==> src/rtl/dino_pkg.sv <==
// dino_pkg: shared game states, score encoding and BCD helper
package dino_pkg;
  typedef enum logic [1:0] {IDLE, RUN, OVER} state_t;
  typedef logic [3:0] bcd_t;
  localparam int JUMP_LEN_DEF = 30;
  localparam int SCORE_W = 16;
  function automatic logic [SCORE_W-1:0] bcd_inc(input logic [SCORE_W-1:0] v);
    logic [SCORE_W-1:0] r;
    logic c;
    bcd_t d;
    r = v;
    c = 1'b1;
    for (int i = 0; i < SCORE_W / 4; i++) begin
      d = r[4*i +: 4];
      if (c) begin
        r[4*i +: 4] = (d == 4'd9) ? 4'd0 : d + 4'd1;
        c = (d == 4'd9);
      end
    end
    return r;
  endfunction
endpackage

==> src/rtl/dino_game_ctrl_if.sv <==
// dino_game_ctrl_if: frame/button/pixel inputs and game state outputs
interface dino_game_ctrl_if;
  logic frame_sync, btn_jump, btn_start, video_on, dino_px, obst_px;
  logic game_status, game_over, jumping, frame_tick;
  logic [4:0] jump_time;
  logic [15:0] score, hi_score;
  modport master (
    output frame_sync, btn_jump, btn_start, video_on, dino_px, obst_px,
    input  game_status, game_over, jumping, frame_tick, jump_time, score, hi_score
  );
  modport slave (
    input  frame_sync, btn_jump, btn_start, video_on, dino_px, obst_px,
    output game_status, game_over, jumping, frame_tick, jump_time, score, hi_score
  );
endinterface

==> src/rtl/dino_game_ctrl_btn_debounce.sv <==
// btn_debounce: 2-FF synchroniser, stability counter and one-CLK press pulse
module btn_debounce #(
  parameter int DB_CYC = 250000
) (
  input  logic CLK,
  input  logic RESET,
  input  logic raw,
  output logic press
);
  localparam int CW = $clog2(DB_CYC + 1);
  logic s1, s2, level;
  logic [CW-1:0] cnt;
  always_ff @(posedge CLK or posedge RESET)
    if (RESET) begin
      {s1, s2, level, press} <= '0;
      cnt <= '0;
    end else begin
      s1 <= raw;
      s2 <= s1;
      press <= 1'b0;
      if (s2 == level) cnt <= '0;
      else if (cnt == CW'(DB_CYC - 1)) begin
        level <= s2;
        press <= s2;
        cnt <= '0;
      end else cnt <= cnt + 1'b1;
    end
endmodule

==> src/rtl/dino_game_ctrl.sv <==
// dino_game_ctrl: IDLE/RUN/OVER game FSM with jump arc, collision and BCD scoring
module dino_game_ctrl import dino_pkg::*; #(
  parameter int JUMP_LEN  = JUMP_LEN_DEF,
  parameter int SCORE_DIV = 6,
  parameter int DB_CYC    = 250000
) (
  input logic CLK,
  input logic RESET,
  dino_game_ctrl_if.slave bus
);
  localparam int FW = $clog2(SCORE_DIV + 1);
  localparam logic [4:0] JL = 5'(JUMP_LEN);
  state_t state, state_n;
  logic fs1, fs2, fs3, ft, jump_p, start_p, hit, wrap;
  logic jreq, jreq_n, coll, coll_n, jumping, jumping_n;
  logic [4:0] jt, jt_n;
  logic [FW-1:0] frm, frm_n;
  logic [SCORE_W-1:0] score, score_n, hi, hi_n;
  btn_debounce #(.DB_CYC(DB_CYC)) u_jump (.CLK(CLK), .RESET(RESET), .raw(bus.btn_jump), .press(jump_p));
  btn_debounce #(.DB_CYC(DB_CYC)) u_start (.CLK(CLK), .RESET(RESET), .raw(bus.btn_start), .press(start_p));
  assign hit  = bus.video_on & bus.dino_px & bus.obst_px;
  assign wrap = frm == FW'(SCORE_DIV - 1);
  always_ff @(posedge CLK or posedge RESET)
    if (RESET) begin
      state <= IDLE;
      {fs1, fs2, fs3, ft, jreq, coll, jumping} <= '0;
      jt <= '0;
      frm <= '0;
      score <= '0;
      hi <= '0;
    end else begin
      fs1 <= bus.frame_sync;
      fs2 <= fs1;
      fs3 <= fs2;
      ft <= fs3 & ~fs2;
      state <= state_n;
      jreq <= jreq_n;
      coll <= coll_n;
      jumping <= jumping_n;
      jt <= jt_n;
      frm <= frm_n;
      score <= score_n;
      hi <= hi_n;
    end
  always_comb begin
    state_n = state;
    jreq_n = jreq;
    coll_n = coll;
    jumping_n = jumping;
    jt_n = jt;
    frm_n = frm;
    score_n = score;
    hi_n = hi;
    if ((state == IDLE && (start_p || jump_p)) || (state == OVER && start_p)) begin
      state_n = RUN;
      {jreq_n, coll_n, jumping_n} = '0;
      jt_n = '0;
      frm_n = '0;
      score_n = '0;
    end else if (state == RUN) begin
      jreq_n = jreq | jump_p;
      coll_n = coll | hit;
      if (ft) begin
        jreq_n = 1'b0;
        coll_n = 1'b0;
        if (coll) begin
          state_n = OVER;
          hi_n = (score > hi) ? score : hi;
        end else begin
          // an arc in progress ignores new requests until it lands
          jumping_n = jumping ? (jt != JL) : jreq;
          jt_n = jumping ? ((jt == JL) ? 5'd0 : jt + 5'd1) : (jreq ? 5'd1 : jt);
          frm_n = wrap ? '0 : frm + 1'b1;
          score_n = wrap ? bcd_inc(score) : score;
        end
      end
    end
  end
  assign bus.game_status = state == RUN;
  assign bus.game_over   = state == OVER;
  assign bus.jumping     = jumping;
  assign bus.jump_time   = jt;
  assign bus.frame_tick  = ft;
  assign bus.score       = score;
  assign bus.hi_score    = hi;
endmodule

==> src/flat_wrapper.sv <==
// flat-port wrapper written by rule: the top's interface ports become plain ports
module dino_game_ctrl_flat import dino_pkg::*;
#(
  parameter int JUMP_LEN  = JUMP_LEN_DEF,
  parameter int SCORE_DIV = 6,
  parameter int DB_CYC    = 250000
)
  (CLK, RESET, bus_frame_sync, bus_btn_jump, bus_btn_start, bus_video_on, bus_dino_px, bus_obst_px, bus_game_status, bus_game_over, bus_jumping, bus_frame_tick, bus_jump_time, bus_score, bus_hi_score);
  dino_game_ctrl_if bus_i ();
  input logic CLK;
  input logic RESET;
  input wire logic [$bits(bus_i.frame_sync)-1:0] bus_frame_sync;
  input wire logic [$bits(bus_i.btn_jump)-1:0] bus_btn_jump;
  input wire logic [$bits(bus_i.btn_start)-1:0] bus_btn_start;
  input wire logic [$bits(bus_i.video_on)-1:0] bus_video_on;
  input wire logic [$bits(bus_i.dino_px)-1:0] bus_dino_px;
  input wire logic [$bits(bus_i.obst_px)-1:0] bus_obst_px;
  output wire logic [$bits(bus_i.game_status)-1:0] bus_game_status;
  output wire logic [$bits(bus_i.game_over)-1:0] bus_game_over;
  output wire logic [$bits(bus_i.jumping)-1:0] bus_jumping;
  output wire logic [$bits(bus_i.frame_tick)-1:0] bus_frame_tick;
  output wire logic [$bits(bus_i.jump_time)-1:0] bus_jump_time;
  output wire logic [$bits(bus_i.score)-1:0] bus_score;
  output wire logic [$bits(bus_i.hi_score)-1:0] bus_hi_score;
  assign bus_i.frame_sync = bus_frame_sync;
  assign bus_i.btn_jump = bus_btn_jump;
  assign bus_i.btn_start = bus_btn_start;
  assign bus_i.video_on = bus_video_on;
  assign bus_i.dino_px = bus_dino_px;
  assign bus_i.obst_px = bus_obst_px;
  assign bus_game_status = bus_i.game_status;
  assign bus_game_over = bus_i.game_over;
  assign bus_jumping = bus_i.jumping;
  assign bus_frame_tick = bus_i.frame_tick;
  assign bus_jump_time = bus_i.jump_time;
  assign bus_score = bus_i.score;
  assign bus_hi_score = bus_i.hi_score;
  dino_game_ctrl #(.JUMP_LEN(JUMP_LEN), .SCORE_DIV(SCORE_DIV), .DB_CYC(DB_CYC)) u_core (.CLK(CLK), .RESET(RESET), .bus(bus_i));
endmodule
==> config.mk <==
export PLATFORM = sky130hd
export DESIGN_NAME = dino_game_ctrl_flat
export DESIGN_NICKNAME = d
export VERILOG_FILES = /design/src/rtl/dino_pkg.sv /design/src/rtl/dino_game_ctrl_if.sv /design/src/rtl/dino_game_ctrl_btn_debounce.sv /design/src/rtl/dino_game_ctrl.sv /design/src/flat_wrapper.sv
export SDC_FILE = /design/constraint.sdc
export NUM_CORES = 1
export LEC_CHECK = 0
export ABC_AREA = 0
export BUFFER_PORTS_ARGS = -buffer_cell sky130_fd_sc_hd__buf_2
export CAP_MARGIN = 20
export CELL_PAD_IN_SITES_DETAIL_PLACEMENT = 0
export CELL_PAD_IN_SITES_GLOBAL_PLACEMENT = 1
export CORE_ASPECT_RATIO = 1.2
export CORE_UTILIZATION = 45
export CTS_BUF_LIST = sky130_fd_sc_hd__clkbuf_8 sky130_fd_sc_hd__clkbuf_16
export DETAILED_ROUTE_END_ITERATION = 8
export GPL_TIMING_DRIVEN = 0
export MAX_ROUTING_LAYER = met4
export PLACE_DENSITY = 0.86
export RECOVER_POWER = 100
export SYNTH_ARGS = -nofsm -noshare
export SYNTH_HDL_FRONTEND = slang
export SYNTH_SLANG_ARGS = --single-unit
==> constraint.sdc <==
create_clock -name CLK -period 8.4 [get_ports CLK]
set_input_delay 1.26 -clock CLK [delete_from_list [all_inputs] [get_ports CLK]]
set_output_delay 1.26 -clock CLK [all_outputs]
set_load 0.02 [all_outputs]
==> reports/qor.csv <==
stage,metric,value,unit
outcome,outcome,finished with violations,
outcome,violated checks,"design-rule violations, max-capacitance violations, max-slew violations",
critical_path,CP endpoint kind,async pin,
synthesis,biggest area consumer among synthesized cells,dfrtp_1,
synthesis,Synth top cells by count,"dfrtp_1, nor2_1, nand2_1",
synthesis,Synth Area in XOR/XNOR,6.68,%
routing,WL per Instance,15.3,µm
routing,Via density,5.64,
flow_run,Max Cap Viol,3,
synthesis,post-synthesis sequential area ratio,46.7,%
clock_tree,post_cts resized,0,
synthesis,synthesized net count,547,
synthesis,Synth area leaders,"dfrtp_1, ha_1, nor2_1, xnor2_1, xor2_1",
global_routing,initial antenna violation count,0,
place,GP Congestion,0.901,
critical_path,crit path kind,in -> async,
synthesis,Synth Instances,511,
floorplan,area of the core,10600,µm²
critical_path,slowest CP cell,clkbuf_1,
layout,Final Cell Area,5570,µm²
clock_tree,total setup buffers inserted after CTS,0,
critical_path,crit-path cells,buf_2 -> clkinvlp_2 -> clkbuf_1,
layout,fin cells,705,
critical_path,CP max FO,52,
place,Area after DPL,5400,µm²
layout,layout cell share with drive strength beyond 1,6.25,%
synthesis,post-synthesis compound-gate area fraction,12.6,%
synthesis,Yosys cell types,56,
sta,RSZ-0062 raised after global routing,false,
synthesis,Yosys Warn Count,0,
floorplan,# IOs,49,
clock_tree,clk sink count,93,
synthesis,async set-reset flop share out of synthesis,100,%
critical_path,Crit path arrival time,4370,ps
sta,max-slew violation count,106,
synthesis,mux cell area share after synthesis,1.88,%
layout,Area Overhead vs Synth,11.9,%
clock_tree,clk buf depth,2,
synthesis,combinational family with the most area after synthesis,simple AND/OR/NAND/NOR gates,
sta,Rel. slew slack,-51.3,%
power_and_ir_drop,Lkg Pwr,2.44,nW
power_and_ir_drop,Pwr Density,160,nW/µm²
synthesis,Synth Cell Area,4980,µm²
clock_tree,clock slew at reported path FFs,70,ps
global_routing,GR Overflow Total,0,
synthesis,"EDFF count, synth",0,
power_and_ir_drop,worst vdd ir,0.000185,V
routing,drt drc,9,
critical_path,CP max stage delay,1700,ps
synthesis,#FFs+latches synth,93,
clock_tree,TritonCTS buffer count,9,
sta,period utilization,52.2,%
place,Detail Placement HPWL,7.67,mm
critical_path,launching element type of the critical path,input port,
floorplan,Row Count,41,
clock_tree,htree depth,3,
floorplan,Die Height,117,µm
place,Post-Place Cells,689,
floorplan,Die Width,98.0,µm
global_routing,first-pass GRT wire length,18.1,mm
critical_path,CP required,8390,ps
global_routing,number of global-route vias before repair,3876,
routing,Detail Route Antenna Nets,0,
synthesis,top_reg_cell synth,dfrtp_1,
sta,Final min period,4380,ps
sta,setup tns final,0,ps
floorplan,effective utilization at floorplan,46.9,%
layout,Nets,607,
sta,Worst Tran Pin Value,2260,ps
routing,initial DRC count,177,
clock_tree,Root Driver,clkbuf_16,
sta,worst hold slack,349,ps
synthesis,Adder-Cell Fraction of Synth Area,7.04,%
synthesis,Yosys top cell area share,46.7,%
layout,antenna cells,0,
sta,Fin. Hold Viols,0,
synthesis,syn avg cell area,9.75,µm²
global_routing,maximum number of pins on one net before global-route repair,53,
min_path,HP Class,reg -> reg,
synthesis,most common cell in the netlist,dfrtp_1,
routing,Routed WL,10.8,mm
routing,Via Count,3977,
clock_tree,number of hold buffers added after cts,0,
clock_tree,CTS tree,done,
floorplan,die area,11500,µm²
global_routing,Total GRT Usage,20.4,%
synthesis,Simple-Gate Fraction of Synth Area,20.8,%
sta,f_max,0.228,GHz
routing,drt pass-1 iters,9,
place,I/O Buffers,48,
sta,clock skew,7.29,ps
sta,Final setup viols,0,
clock_tree,later-pin clock latency in the skew report,340,ps
==> metrics by stage <==
step	total power, mW	worst slack, ps	util (%)
global route	0.921	3150	52.5
detailed placement	0.485	5700	50.9
global placement	0.482	3620	50.7
floorplan	0.476	4720	-
CTS	0.904	5690	53.8
finish	0.892	4020	52.5
==> sequential cells by signal, indices dropped and copies added (netlist names), 2 cells and up <==
| name | count |
|---|---|
| u_core.u_start.cnt | 18 |
| u_core.bus.hi_score | 16 |
| u_core.state | 2 |
| u_core.u_jump.cnt | 18 |
| u_core.frm | 3 |
| u_core.bus.score | 16 |
| u_core.bus.jump_time | 5 |
==> critical path: cells and delay by family <==
| family | cells | cell delay, ps |
|---|---|---|
| buf+inv | 3 | 3080 |
==> cells in the final DEF, fill, tap and decap left out, drive strengths merged, types with 3 or more instances in the layout <==
master and n:
dfrtp 93, nand2 41, xor2 19, or3 5, nor4 6, a32oi 16
inv 35, a211oi 16, or4 4, mux2 3, xnor2 19, clkbuf 67
nor2 72, and2 3, ha 28, a21oi 20, nor3b 3, a21o 3
o21bai 3, nor2b 3, buf 8, o21ai 16, nand4 12, mux2i 6
o31ai 6, nand3 20, and3 9, nor3 11
==> power by group <==
part | internal [mW] | switching [mW] | total, mW
Sequential | 0.452 | 0.00371 | 0.456
Combinational | 0.00438 | 0.0139 | 0.0183
Clock | 0.235 | 0.183 | 0.418
==> metal layers <==
metal	vias up	share of wire [%]	track usage, %
met1	1958	45	23.7
li1	1933	-	-
met5	-	0	-
met2	70	50	35.9
met3	16	3.6	3.56
met4	0	1.5	7.07
==> logic make-up after synthesis <==
logic type               Yosys count
flip-flops                        93
XOR/XNOR                          38
AO/OA/AOI/OAI                     92
multiplexers                       9
AND/OR/NAND/NOR                  202
adder cells (fa/ha/maj)           28
buffers and inverters             49
==> area by class of cell <==
class	count	area (µm²)
fillers	982	5050
multi-input cells	369	2400
flip-flops and latches	93	2330
clock buffers	9	225
repair buffers	49	193
well taps	129	161
inverters	32	121
clock inverters	7	80.1
plain buffers	17	63.8
==> path summary, 6_finish.rpt <==
kind,start,to,slack [ps],depth (start not counted)
min in group asynchronous,RESET,u_core.u_start.s1$_DFF_PP0_,1520,2
hold / removal,u_core.u_jump.s1$_DFF_PP0_,u_core.u_jump.s2$_DFF_PP0_,350,0
hold reg to reg,u_core.u_jump.s1$_DFF_PP0_,u_core.u_jump.s2$_DFF_PP0_,350,0
max in group CLK,u_core.bus.score[1]$_DFFE_PP0P_,u_core.bus.score[15]$_DFFE_PP0P_,5070,7
setup reg to reg,u_core.bus.score[1]$_DFFE_PP0P_,u_core.bus.score[15]$_DFFE_PP0P_,5070,7
setup / recovery,RESET,u_core.bus.hi_score[2]$_DFFE_PP0P_,4020,3
(Power assumes the default switching activity.)
